[src/rtl/bsg_dff_en_unloader.sv]
// Two-entry in-order buffer that captures enable-strobed register writes and
// presents them on a valid/yumi port; writes that find no room are dropped and counted.
//
// state | meaning
// ------+-----------------------------------------------
// EMPTY | no words buffered, v_o low
// ONE   | one word buffered at rd_ptr
// FULL  | both entries occupied; a write needs a same-cycle yumi
module bsg_dff_en_unloader #(
   parameter int width_p          = 8,
   parameter int drop_ctr_width_p = 8,
   parameter bit assert_en_p      = 1'b1
) (
   input  logic                        clk_i,
   input  logic                        reset_n_i,
   input  logic                        en_i,
   input  logic [width_p-1:0]          data_i,
   output logic                        v_o,
   output logic [width_p-1:0]          data_o,
   input  logic                        yumi_i,
   output logic                        full_o,
   output logic                        overflow_o,
   output logic [drop_ctr_width_p-1:0] drop_count_o
);

   typedef enum logic [1:0] {
      EMPTY = 2'd0,
      ONE   = 2'd1,
      FULL  = 2'd2
   } occ_e;

   occ_e                        occ;
   logic [width_p-1:0]          mem [2];
   logic                        rd_ptr;
   logic                        wr_ptr;
   logic                        overflow;
   logic [drop_ctr_width_p-1:0] drop_count;

   logic deq;
   logic acc;
   logic drop;

   // When FULL, an accepted write relies on the same-cycle dequeue freeing a slot.
   assign deq  = yumi_i && (occ != EMPTY);
   assign acc  = en_i && ((occ != FULL) || yumi_i);
   assign drop = en_i && !acc;

   always_ff @(posedge clk_i) begin
      if (!reset_n_i) begin
         occ        <= EMPTY;
         mem[0]     <= '0;
         mem[1]     <= '0;
         rd_ptr     <= 1'b0;
         wr_ptr     <= 1'b0;
         overflow   <= 1'b0;
         drop_count <= '0;
      end else begin
         if (acc) begin
            mem[wr_ptr] <= data_i;
            wr_ptr      <= ~wr_ptr;
         end
         if (deq)
            rd_ptr <= ~rd_ptr;
         if (drop) begin
            overflow <= 1'b1;
            if (drop_count != '1)
               drop_count <= drop_count + 1'b1;
         end
         unique case (occ)
            EMPTY:   occ <= acc ? ONE : EMPTY;
            ONE: begin
               if (acc && !deq)      occ <= FULL;
               else if (!acc && deq) occ <= EMPTY;
               else                  occ <= ONE;
            end
            FULL:    occ <= (deq && !acc) ? ONE : FULL;
            default: occ <= EMPTY;
         endcase
      end
   end

   assign v_o          = (occ != EMPTY);
   assign full_o       = (occ == FULL);
   assign data_o       = mem[rd_ptr];
   assign overflow_o   = overflow;
   assign drop_count_o = drop_count;

   // Consumer must not take a word that is not there; state is left untouched if it does.
   assert property (@(posedge clk_i) disable iff (!reset_n_i || !assert_en_p)
                    !(yumi_i && !v_o))
      else $error("bsg_dff_en_unloader: yumi_i asserted while v_o is low");

endmodule

[config.mk]
export PLATFORM = sky130hd
export DESIGN_NAME = bsg_dff_en_unloader
export DESIGN_NICKNAME = d
export VERILOG_FILES = /design/src/rtl/bsg_dff_en_unloader.sv
export SDC_FILE = /design/constraint.sdc
export NUM_CORES = 1
export LEC_CHECK = 0
export ABC_AREA = 1
export CAP_MARGIN = 15
export CORE_AREA = 5 5 58 60
export CTS_BUF_LIST = sky130_fd_sc_hd__clkbuf_8
export CTS_CLUSTER_SIZE = 20
export DETAILED_ROUTE_END_ITERATION = 10
export DIE_AREA = 0 0 63 65
export PLACE_DENSITY = 0.94
export SYNTH_ARGS = -nofsm -noshare
export SYNTH_HDL_FRONTEND = slang
export SYNTH_SLANG_ARGS = --single-unit
[constraint.sdc]
create_clock -name clk_i -period 2.65 [get_ports clk_i]
set_input_delay 0.3975 -clock clk_i [delete_from_list [all_inputs] [get_ports clk_i]]
set_output_delay 0.3975 -clock clk_i [all_outputs]
set_load 0.01 [all_outputs]
==> impl_results.md <==
- Synthesis warning total: 0
- Fraction of final layout cells sized beyond drive strength 1: 0.195
- Worst-path clk slew: 60 ps
- Worst Path Required: 2250 ps
- Ranking of synthesized cells by area: edfxtp_1 (32%), dfxtp_1 (18%), nor2_1 (6.7%)
- Fraction of post-synthesis cell area in the top cell type by area: 0.316
- Area used by multi-input combinational logic: 651 um2
- CP Capture Point: data_o[7]
- TritonCTS Buffers: 5
- Number of different library cells in the post-synthesis netlist: 27
- Crit path buffers/inverters: 1
- Max Fclk: 486 MHz
- Layout overhead on the synthesized area: 26.2%
- Final count of pins violating max slew: 0
- Drt wl/cell: 12.8 um
- Final routed wirelength across all metal layers: 2910 um
- FF-to-FF path depth: 5
- GRT Util Overall: 0.157
- Setup TNS: 0 ps
- Vertical die dimension: 65 um
- Maximum level of the CTS H-tree: 2
- Gpl congestion: 0.742
- Worst-path fanout max: 8
- Final min period: 2060 ps
- Die width: 63 um
- Root buf cell: clkbuf_8
- Static leakage: 0.000792 uW
- Final Hold Fails: 0
- Number of enable flip-flop cells after synthesis: 16
- Run status: finished, final reports clean
- Critical Path Source Type: register
- Power Dens Cells: 524 mW/mm2
- Post-route clock skew: 0.831 ps
- Row count: 20
- Core Box Area: 0.00288 mm2
- Most frequent cells in the layout: clkdlybuf4s50_1 (30), nor2_1 (27), nand2_1 (22)
- Count of hold-fix buffers inserted at cts: 0
- CTS tree: done
- Peak VDD IR: 0.465 mV
- Via count: 1162
- Fraction of registers with async set/reset: 0
- Cell area after synthesis: 0.00152 mm2
- Worst path depth: 2
- End of the worst register-to-register path: mem[0][7]
- Effective utilization at floorplan: 0.528
- Number of register bits inferred by synthesis: 30
- Count of buffers added by post-CTS timing repair for setup: 0
- Most common cell after layout, fill and taps aside: clkdlybuf4s50_1
- R2R setup slack: 1080 ps
- Data arrival time at the worst-slack endpoint: 1660 ps
- Main flop type after synthesis: edfxtp_1
- Global route total overflow: 0
- CP peak stage delay: 520 ps
- Class of the worst hold path: register to register
- Filler cell count in the final layout: 231
- Worst slew margin: 0.675
- Slew at the pin closest to its max-slew limit: 486 ps
- Critical path endpoint category: output pin
- Detailed Place HPWL: 2180 um
- Port-buffer cells: 30
- Die Footprint: 0.00410 mm2
- Via count of the first global-routing pass: 1162
- Cell taking the most area after synthesis: edfxtp_1
- Register cell area after layout: 761 um2
- Post-Syn Instances: 160
- Antenna violations before repair: 0
- Number of top-level design ports: 31
- Number of nets in the synthesized netlist: 175
- Wire length of the first global-routing pass: 5030 um
- Share of the yosys chip area belonging to registers: 0.501
- Hold slack: 465 ps
- Number of DRC markers after the initial detailed-route iteration: 58
- Maximum capacitance violations: 0
- Maximum number of pins on one net before global-route repair: 14
- Maximum count of clock buffers along a single path: 2
- Count of instances resized after the clock tree is built: 0
- Worst setup path category: register to output pin
- CP cell instances: mux2_2, clkdlybuf4s50_1
- Clock insertion delay at the later pin of the skew report: 280 ps
- Average cell area after synthesis: 9.49 um2
- Final worst path period share: 0.777
- 1st-pass router iterations: 4
- Count of final setup violators: 0
- Routed Antenna Nets: 0
- Unrepaired setup endpoints after global routing: no
- Antenna Diode Count: 0
- Cell family with most CP delay: flip-flops
- Slowest cell on crit path: dfxtp_1
- Net total in the final layout: 209
- Reg-to-Reg Start: occ[0]
- Num Clock Sinks: 30
- Post-route DRC violation count: 0
- Via density: 5.10
==> final cells by class <==
class / instances / area share
Timing Repair Buffer: 30 / 0.157
Clock inverter: 3 / 0.00653
Inverter: 22 / 0.0431
Tap cell: 33 / 0.0215
Multi-Input combinational cell: 105 / 0.339
Clock buffer: 5 / 0.0359
Sequential cell: 30 / 0.397
==> through the flow <==
step                area (um2)  setup WS, ps  power, uW  std cells   util
floorplan                 1520          1250        609        160      -
global placement          1840           666        669        220  0.638
detailed placement        1840           597        674        220  0.638
CTS                       1920           567       1010        228  0.666
global route              1920           512       1050        228  0.666
finish                    1920           592       1000        228  0.666
==> where the power goes <==
group / internal (uW) / switching [uW] / total [uW]
Combinational: 70.3 / 63.2 / 134
Sequential: 515 / 14.6 / 530
Clock: 176 / 165 / 341
==> cells in the mapped netlist (2+ instances only) <==
master,instances
nor2_1,27
nand2_1,22
inv_1,18
edfxtp_1,16
dfxtp_1,14
mux2_2,8
nand3_1,8
a21oi_1,5
a21oi_2,4
inv_2,4
ha_1,3
nand2_2,3
nand2_4,3
nand3_2,3
nor2_2,3
nor3_1,3
o21ai_0,3
buf_2,2
nand4_1,2
o21ai_1,2
==> kinds of logic (layout without fill, tap and decap cells) <==
logic type | after synthesis | count (layout) | synth area share
buffers and inverters | 25 | 60 | 0.0708
flip-flops | 30 | 30 | 0.501
AND/OR/NAND/NOR | 79 | 79 | 0.283
multiplexers | 8 | 8 | 0.0593
adder cells (fa/ha/maj) | 3 | 3 | 0.0247
AO/OA/AOI/OAI | 14 | 14 | 0.0560
XOR/XNOR | 1 | 1 | 0.00577
==> worst min path at each step <==
stage,from,endpoint,slack [ps],cells past startpoint
after global placement,rd_ptr,rd_ptr,440,1
after detailed placement,rd_ptr,rd_ptr,460,1
after CTS,rd_ptr,rd_ptr,470,1
after floorplan,rd_ptr,register,430,1
final,rd_ptr,rd_ptr,470,1
after global routing,rd_ptr,rd_ptr,470,1
==> flip-flops by register name, indices dropped and copies added, names as in the netlist, named ones only <==
name          count
drop_count_o      8
mem              16
occ               2
overflow_o        1
rd_ptr            1
wr_ptr            1
==> routing by layer <==
metal | GRT usage | vias to the layer above | share of wire
met5 | 0 | - | 0
li1 | - | 588 | -
met2 | 0.272 | 38 | 0.51
met4 | 0.0849 | 0 | 0.0096
met1 | 0.170 | 532 | 0.41
met3 | 0.0503 | 4 | 0.064
No activity file was read; power rests on OpenSTA's default activity.
